## config.mk

```make
export PLATFORM = sky130hd
export DESIGN_NAME = ps2_tx_keyboard
export DESIGN_NICKNAME = d
export VERILOG_FILES = /design/src/rtl/ps2_tx_keyboard.sv
export SDC_FILE = /design/constraint.sdc
export NUM_CORES = 1
export LEC_CHECK = 0
export CORE_UTILIZATION = 60
export DETAILED_ROUTE_END_ITERATION = 12
export HOLD_SLACK_MARGIN = 0.1
export PLACE_DENSITY = 0.84
export SKIP_CTS_REPAIR_TIMING = 1
export SLEW_MARGIN = 30
export SYNTH_ARGS = -nofsm -noshare
export SYNTH_HDL_FRONTEND = slang
export SYNTH_SLANG_ARGS = --single-unit
```

## constraint.sdc

```tcl
create_clock -name ps2_clk -period 3.8 [get_ports ps2_clk]
set_clock_uncertainty 0.2 [all_clocks]
set_input_delay 0.57 -clock ps2_clk [delete_from_list [all_inputs] [get_ports ps2_clk]]
set_output_delay 0.57 -clock ps2_clk [all_outputs]
set_load 0.02 [all_outputs]
```

## src/rtl/ps2_tx_keyboard.sv

```systemverilog
// PS/2 keyboard-side transmitter: queues key events and serialises them as
// E0/F0-prefixed scan-code frames, one bit per ps2_clk period.
module ps2_tx_keyboard #(
   parameter int FIFO_DEPTH = 4,
   parameter int GAP_CYCLES = 2
) (
   input  logic                          ps2_clk,
   input  logic                          clrn,
   input  logic                          ev_valid,
   input  logic [7:0]                    ev_code,
   input  logic                          ev_break,
   input  logic                          ev_ext,
   output logic                          ev_ready,
   output logic [$clog2(FIFO_DEPTH):0]   fifo_count,
   output logic                          overflow,
   output logic                          busy,
   output logic                          ps2_data,
   output logic                          clk_gate
);
   localparam int AW = $clog2(FIFO_DEPTH);
   localparam int GW = (GAP_CYCLES > 1) ? $clog2(GAP_CYCLES) : 1;
   localparam logic [AW:0]   FULL     = (AW+1)'(FIFO_DEPTH);
   localparam logic [GW-1:0] GAP_LAST = GW'(GAP_CYCLES - 1);
   localparam logic [1:0]    SEL_EXT  = 2'd0;
   localparam logic [1:0]    SEL_BRK  = 2'd1;
   localparam logic [1:0]    SEL_CODE = 2'd2;

   typedef enum logic [1:0] {IDLE, SHIFT, GAP} state_t;

   // Frame is held LSB-first: {stop, parity, data[7:0], start}
   function automatic logic [10:0] make_frame(input logic [7:0] b);
      return {1'b1, ~(^b), b, 1'b0};
   endfunction

   logic [9:0]    r_mem [FIFO_DEPTH];
   logic [AW-1:0] r_wr_ptr, r_rd_ptr;
   logic [AW:0]   r_count;
   logic          r_overflow;

   state_t        r_state, w_state_next;
   logic [3:0]    r_bit_cnt, w_bit_next;
   logic [GW-1:0] r_gap_cnt, w_gap_next;
   logic [10:0]   r_frame, w_frame_next;
   logic [1:0]    r_sel, w_sel_next;
   logic [7:0]    r_code, w_code_next;
   logic          r_brk, w_brk_next;

   logic          w_push, w_pop, w_full;
   logic [9:0]    w_head;
   logic [1:0]    w_head_sel;
   logic [7:0]    w_head_byte;

   assign w_full      = (r_count == FULL);
   assign w_push      = ev_valid && !w_full;
   assign w_head      = r_mem[r_rd_ptr];
   assign w_head_sel  = w_head[9] ? SEL_EXT : (w_head[8] ? SEL_BRK : SEL_CODE);
   assign w_head_byte = w_head[9] ? 8'hE0 : (w_head[8] ? 8'hF0 : w_head[7:0]);

   always_ff @(posedge ps2_clk) begin
      if (w_push) r_mem[r_wr_ptr] <= {ev_ext, ev_break, ev_code};
   end

   always_ff @(posedge ps2_clk or negedge clrn) begin
      if (!clrn) begin
         r_wr_ptr   <= '0;
         r_rd_ptr   <= '0;
         r_count    <= '0;
         r_overflow <= 1'b0;
      end else begin
         if (w_push) r_wr_ptr <= r_wr_ptr + 1'b1;
         if (w_pop)  r_rd_ptr <= r_rd_ptr + 1'b1;
         unique case ({w_push, w_pop})
            2'b10:   r_count <= r_count + 1'b1;
            2'b01:   r_count <= r_count - 1'b1;
            default: r_count <= r_count;
         endcase
         // A full FIFO drops the event even if a pop frees a slot this edge
         if (ev_valid && w_full) r_overflow <= 1'b1;
      end
   end

   always_ff @(posedge ps2_clk or negedge clrn) begin
      if (!clrn) begin
         r_state   <= IDLE;
         r_bit_cnt <= '0;
         r_gap_cnt <= '0;
         r_frame   <= '1;
         r_sel     <= SEL_CODE;
         r_code    <= '0;
         r_brk     <= 1'b0;
      end else begin
         r_state   <= w_state_next;
         r_bit_cnt <= w_bit_next;
         r_gap_cnt <= w_gap_next;
         r_frame   <= w_frame_next;
         r_sel     <= w_sel_next;
         r_code    <= w_code_next;
         r_brk     <= w_brk_next;
      end
   end

   always_comb begin
      w_state_next = r_state;
      w_bit_next   = r_bit_cnt;
      w_gap_next   = r_gap_cnt;
      w_frame_next = r_frame;
      w_sel_next   = r_sel;
      w_code_next  = r_code;
      w_brk_next   = r_brk;
      w_pop        = 1'b0;
      unique case (r_state)
         IDLE: begin
            if (r_count != '0) begin
               w_pop        = 1'b1;
               w_state_next = SHIFT;
               w_bit_next   = '0;
               w_sel_next   = w_head_sel;
               w_code_next  = w_head[7:0];
               w_brk_next   = w_head[8];
               w_frame_next = make_frame(w_head_byte);
            end
         end
         SHIFT: begin
            if (r_bit_cnt == 4'd10) begin
               w_state_next = GAP;
               w_gap_next   = '0;
            end else begin
               w_bit_next   = r_bit_cnt + 4'd1;
               w_frame_next = {1'b1, r_frame[10:1]};
            end
         end
         GAP: begin
            if (r_gap_cnt == GAP_LAST) begin
               w_bit_next = '0;
               // Finish the current event's byte sequence before popping the next
               if (r_sel == SEL_EXT && r_brk) begin
                  w_state_next = SHIFT;
                  w_sel_next   = SEL_BRK;
                  w_frame_next = make_frame(8'hF0);
               end else if (r_sel != SEL_CODE) begin
                  w_state_next = SHIFT;
                  w_sel_next   = SEL_CODE;
                  w_frame_next = make_frame(r_code);
               end else if (r_count != '0) begin
                  w_pop        = 1'b1;
                  w_state_next = SHIFT;
                  w_sel_next   = w_head_sel;
                  w_code_next  = w_head[7:0];
                  w_brk_next   = w_head[8];
                  w_frame_next = make_frame(w_head_byte);
               end else begin
                  w_state_next = IDLE;
               end
            end else begin
               w_gap_next = r_gap_cnt + 1'b1;
            end
         end
         default: w_state_next = IDLE;
      endcase
   end

   assign ps2_data   = (r_state == SHIFT) ? r_frame[0] : 1'b1;
   assign clk_gate   = (r_state == SHIFT);
   assign busy       = (r_state != IDLE);
   assign ev_ready   = !w_full;
   assign fifo_count = r_count;
   assign overflow   = r_overflow;
endmodule

```

Yosys cells after proc, flatten, opt, wreduce, memory -nomap -nowiden. Memories as Yosys holds them, arrays and structs flattened. Index checks and enable logic that the tools add are counted.

Register bits after elaboration: 37. RAM bits: 40. Input port bits: 13. Output and inout port bits: 8. Logic and storage cells: 101. Memories: 1.

Memory list: r_mem (words 4, width 10, read ports 1, clocked after Yosys merged registers in 0, wr ports 1, line 35) `logic [9:0] r_mem [FIFO_DEPTH];`.

$add $sub $neg: 6. Equality and inequality tests: 13. Muxes and demuxes: 48. Bitwise operators: 2. Reduce and logical (&&, ||, !) cells: 20.

Operator list (number): two-way mux 11 bit (5); two-way mux 8 bit (6); one-hot mux 11 bit (3 select lines) (1); two-way mux 2 bit (9); two-way mux 1 bit (16); one-hot mux 8 bit (2 select lines) (1); parity 8 bit (2); two-way mux 4 bit (3); inequality test 2 bit, second input constant (6); one-hot mux 4 bit (3 select lines) (1); AND reduction 4 bit (2); nonzero test 2 bit (4); one-hot mux 1 bit (2 select lines) (3); one-hot mux 2 bit (3 select lines) (1); one-hot mux 3 bit (2 select lines) (1); AND reduction 3 bit (2); nonzero test 3 bit (2); adder 2 x 1 -> 2 bit, second input constant (2); adder 4 x 1 -> 4 bit, second input constant (1); equality test 2 x 1 -> 1 bit, second input constant (2); equality test 2 bit, second input constant (2); equality test 4 bit, second input constant (1); zero test 2 bit (2); one-hot mux 2 bit (2 select lines) (1); 9 further kinds (13).

Longest topological paths before layout. An unclocked memory read counts as a cell.

Word-level depth: 10. Depth in mapped cells: 11. Mapped depth without buffers: 10.

Worst setup path after synthesis. No wires, ideal clock.

Path kind: reg-to-reg. Start point: register r_state[0]. End point: register r_count[2] (netlist: fifo_count[2]). Setup time: 80 ps. Arrival: 2253 ps. Required time: 3520 ps. Setup slack: 1267 ps. Stages on the path, launching flop included: 12. Buffers on the path: 1. Clock period less this slack: 2533 ps. Cell sequence: dfrtp_1 > inv_1 > ha_1 > clkbuf_1 > nand3_1 > a21oi_1 > ha_1 > inv_1 > fa_1 > xor2_1 > nor2_1 > xor2_1.

Cells in the longest elaborated chain, start to end: 4. Elaborated cells between the ends (all ways): 7. Those cells by class: eq/ne (3); mux (2); reduce/logical (2).

Ends and longest elaborated chain: from (decl) (line 40) `state_t r_state, w_state_next;`; from (signal assigned) (line 92) `r_state <= w_state_next;`; equality test 2 bit / zero test 2 bit (equally long branches) (line 111) `unique case (r_state)`; one-hot mux 1 bit (2 select lines) (*) (line 111); via w_pop (line 48) `logic w_push, w_pop, w_full;`; equality test 2 x 1 -> 1 bit / equality test 2 bit (equally long branches) (line 72) `unique case ({w_push, w_pop})`; one-hot mux 3 bit (2 select lines) / nonzero test 2 bit (equally long branches); to (signal assigned) (line 73) `2'b10: r_count <= r_count + 1'b1;`; to (signal assigned) (line 74) `2'b01: r_count <= r_count - 1'b1;`; to (signal assigned) (line 75) `default: r_count <= r_count;`; to (decl) (line 37) `logic [AW:0] r_count;`.

The timed path passes the listed nets; every way through them passes the cells marked *. A chain may end at the register's enable or synchronous reset.

Final worst setup path.
Start point: register r_rd_ptr[0]. End point: register r_frame[9].

Cells in the longest elaborated chain, start to end: 10.

Ends and longest elaborated chain: from (decl) (line 36) `logic [AW-1:0] r_wr_ptr, r_rd_ptr;`; from (signal assigned) (line 71) `if (w_pop) r_rd_ptr <= r_rd_ptr + 1'b1;`; memory read (4 x 10 bit) (*); two-way mux 8 bit (line 57) `assign w_head_byte = w_head[9] ? 8'hE0 : (w_head[8] ? 8'hF0 : w_head[7:0]);`; two-way mux 8 bit (*) (line 57); parity 8 bit (*) (line 32) `return {1'b1, ~(^b), b, 1'b0};`; inverter 1 bit (*) (line 32); two-way mux 11 bit (*) (line 113, 144); two-way mux 11 bit (line 140) `end else if (r_sel != SEL_CODE) begin`; two-way mux 11 bit (line 136) `if (r_sel == SEL_EXT && r_brk) begin`; two-way mux 11 bit (line 133) `if (r_gap_cnt == GAP_LAST) begin`; one-hot mux 11 bit (3 select lines) (*) (line 111); to (signal assigned) (line 95) `r_frame <= w_frame_next;`; to (decl) (line 43) `logic [10:0] r_frame, w_frame_next;`.

Every way passes the cells marked *; elsewhere a longest branch is shown, timed or not. The select of a mux whose other input is x is not followed.

==> results.toml <==
[global_routing]
first_global_vias = 2297
grt_pass1_wl_um = 11060
globalRouteTotalUtil = 0.2355
grt_max_degree = 38
globalRoute.totalOverflow = 0
grt_antenna_before_repair = 0

[pwr]
totalPowerFinal_mw = 4.110
leakagePower_nw = 1.598
cellPowerDensity_nw_per_um2 = 991.7
vdd_ir_drop_max_mv = 0.6063

[floorplan]
floorplan.die_area_um2 = 6465
start_util = 0.6230
chipHeight_um = 80.41
floorplan.rows = 28
io_pins = 21
coreArea_um2 = 5921
die_width_um = 80.41

[worst_setup_path]
end_kind = "flop"
cells_on_worst_reg2reg_path = 7
critPathMaxFanout = 12
cp.arrival_ps = 3080
critical_path.startpoint = "r_rd_ptr[0]"
startpoint_type = "flop"
required_ps = 3880
worst_r2r_startpoint = "r_rd_ptr[0]"
setup.worst_path.class = "flop to flop"

[timing]
max_slew.worst_pin.slew_ps = 836.9
fin_worst_hold_slack_ps = 116.8
slew-limit-headroom = 0.4420
part_of_the_cycle_the_worst_path_needs = 0.7901
setup_violations = 0
final_hold_fails = 0
fin_tns_setup_ps = 0
max_freq_ghz = 0.3331
post_layout_min_period_ps = 3002
grt_setup_unrepaired = "false"
report.final.slew_viol_count = 0

[cts]
clock-root-buffer = "sky130_fd_sc_hd__clkbuf_8"
cts_htree_levels = 3
clk_pin_slew_ps = 80
clkLatencyLatePin_ps = 350
cts.path.max_buffers = 2
cts_made_buffers = 9
clkSinkCount = 77
tritoncts = "done"

[route]
avgRoutedWirePerCell_um = 17.44
vias = 2354
drt_drc = 0
drt_wl_total_um = 6889
antenna_violating_nets_remaining = 0
vias_per_cell = 5.959
first_iter_violations = 239
drt_first_pass_iters = 4

[place]
hpwlAfterDp_um = 4718
numPlacedInstances = 379
finalWeightedCongestion = 0.8241
placed_area_um2 = 3946
port_buffers = 20

[synth]
syn_area_per_cell_um2 = 12.68
synth_edf_count = 40
ys_ff_latch = 77
async_flop_share = 0.4805
post_synth_num_cell_types = 43
synthesis.area_um2 = 3689
synthFlopType = "sky130_fd_sc_hd__edfxtp_1"
syn_nets = 317
ys_warn_count = 0
seq_area_frac_synth = 0.5807
synthCells = 291

[cells_and_area]
final_layout_size_suffix_gt1_frac = 0.1656
area_growth_syn_to_fin_pct = 12.35
layoutNonFillerInstCount = 395
n_antenna_cell = 0
nNetsFinal = 341
final_design_area_no_fill_um2 = 4144

[worst_hold_path]
hold_path.class = "input port to asynchronous set/reset pin"

[outcome]
outcome = "finished clean"

[flow_run]
max-cap-violations = 0
[routing by layer]
metal	routed length, um	track usage	share of wire
met5	0	0	0
met2	3488	0.3941	0.51
met4	74	0.07500	0.011
met1	3041	0.3035	0.44
met3	284	0.05455	0.041
[cell families after synthesis]
| logic type | share of synthesized area |
|---|---|
| AOI/OAI and AO/OA | 0.09973 |
| xor gates and xnor gates | 0.04749 |
| adders and majority gates | 0.04613 |
| buffers and inverters | 0.02476 |
| DFF | 0.5807 |
| muxes | 0.09769 |
| and+or+nand+nor | 0.1035 |
[layout by cell type, fill, tap and decap left out, types with 7 or more instances in the layout]
master,n
sky130_fd_sc_hd__mux4_2,7
sky130_fd_sc_hd__o21ai_0,14
sky130_fd_sc_hd__clkdlybuf4s50_1,19
sky130_fd_sc_hd__ha_1,12
sky130_fd_sc_hd__clkbuf_8,9
sky130_fd_sc_hd__xnor2_1,16
sky130_fd_sc_hd__dfstp_2,12
sky130_fd_sc_hd__dfrtp_1,25
sky130_fd_sc_hd__inv_1,14
sky130_fd_sc_hd__a21oi_1,22
sky130_fd_sc_hd__edfxtp_1,40
sky130_fd_sc_hd__nand2_1,25
sky130_fd_sc_hd__nor2_1,24
sky130_fd_sc_hd__mux2_2,11
[worst paths after layout]
| kind | to | slack [ps] |
|---|---|---|
| worst min-delay path | r_code[7] | 120 |
| worst max register to register | r_frame[9] | 800 |
| worst max-delay path | r_frame[9] | 800 |
| min in group ps2_clk | r_frame[8] | 280 |
| worst min register to register | r_frame[8] | 280 |
| max in group asynchronous | r_code[6] | 2750 |
[critical path, stage by stage, from the launching register on]
cell                        delay [ps]
sky130_fd_sc_hd__dfrtp_1           770
sky130_fd_sc_hd__mux4_1            710
sky130_fd_sc_hd__xnor2_1           250
sky130_fd_sc_hd__xnor2_1           170
sky130_fd_sc_hd__xnor2_1           120
sky130_fd_sc_hd__a2111oi_2         430
sky130_fd_sc_hd__a211oi_1          100
sky130_fd_sc_hd__o22a_1            190
[area by class of cell]
type,count,area (um^2)
Sequential cell,77,2142
Fill cell,412,1777
Multi-Input combinational cell,192,1455
Timing Repair Buffer,21,202.7
Clock buffer,10,127.6
Tap cell,75,93.84
Clock inverter,6,70.07
Inverter,14,52.55
[report_power, final]
part	total [mW]	internal [mW]	switching, mW	leakage (nW)
Sequential	1.46	1.22	0.247	0.794
Combinational	2.03	0.945	1.08	0.714
Clock	0.621	0.308	0.313	0.0895
Total	4.11	2.47	1.64	1.60
[cells in the mapped netlist, types with 2 or more instances]
cell	count	share of area
sky130_fd_sc_hd__edfxtp_1	40	0.33
sky130_fd_sc_hd__dfrtp_1	25	0.17
sky130_fd_sc_hd__nand2_1	25	0.025
sky130_fd_sc_hd__nor2_1	24	0.024
sky130_fd_sc_hd__a21oi_1	22	0.030
sky130_fd_sc_hd__xnor2_1	16	0.038
sky130_fd_sc_hd__inv_1	14	0.014
sky130_fd_sc_hd__o21ai_0	14	0.019
sky130_fd_sc_hd__dfstp_2	12	0.085
sky130_fd_sc_hd__ha_1	12	0.041
sky130_fd_sc_hd__mux2_2	11	0.034
sky130_fd_sc_hd__mux4_2	7	0.043
sky130_fd_sc_hd__clkbuf_1	6	0.0061
sky130_fd_sc_hd__nor3_1	6	0.0081
sky130_fd_sc_hd__nor2b_1	5	0.0085
sky130_fd_sc_hd__a221o_1	4	0.011
sky130_fd_sc_hd__a221oi_1	4	0.0095
sky130_fd_sc_hd__and3_1	4	0.0068
sky130_fd_sc_hd__nand2b_1	4	0.0068
sky130_fd_sc_hd__xor2_1	4	0.0095
sky130_fd_sc_hd__mux4_1	3	0.021
sky130_fd_sc_hd__nand3_1	3	0.0041
sky130_fd_sc_hd__or2_2	3	0.0051
sky130_fd_sc_hd__and2_1	2	0.0034
sky130_fd_sc_hd__o22a_1	2	0.0047
sky130_fd_sc_hd__o31ai_1	2	0.0041
[sequential cells by signal (all words and copies together) (netlist names)]
name	count
fifo_count	3
overflow	1
r_bit_cnt	4
r_brk	1
r_code	8
r_frame	11
r_gap_cnt	1
r_mem	40
r_rd_ptr	2
r_sel	2
r_state	2
r_wr_ptr	2
[per-stage QoR]
stage	util	worst slack [ps]
after floorplan	-	1267
after global placement	0.6665	922.9
after detailed placement	0.6665	830.5
after CTS	0.6999	807.2
after global routing	0.6999	603.9
final	0.6999	797.8
No activity file was read; power rests on OpenSTA's default activity.
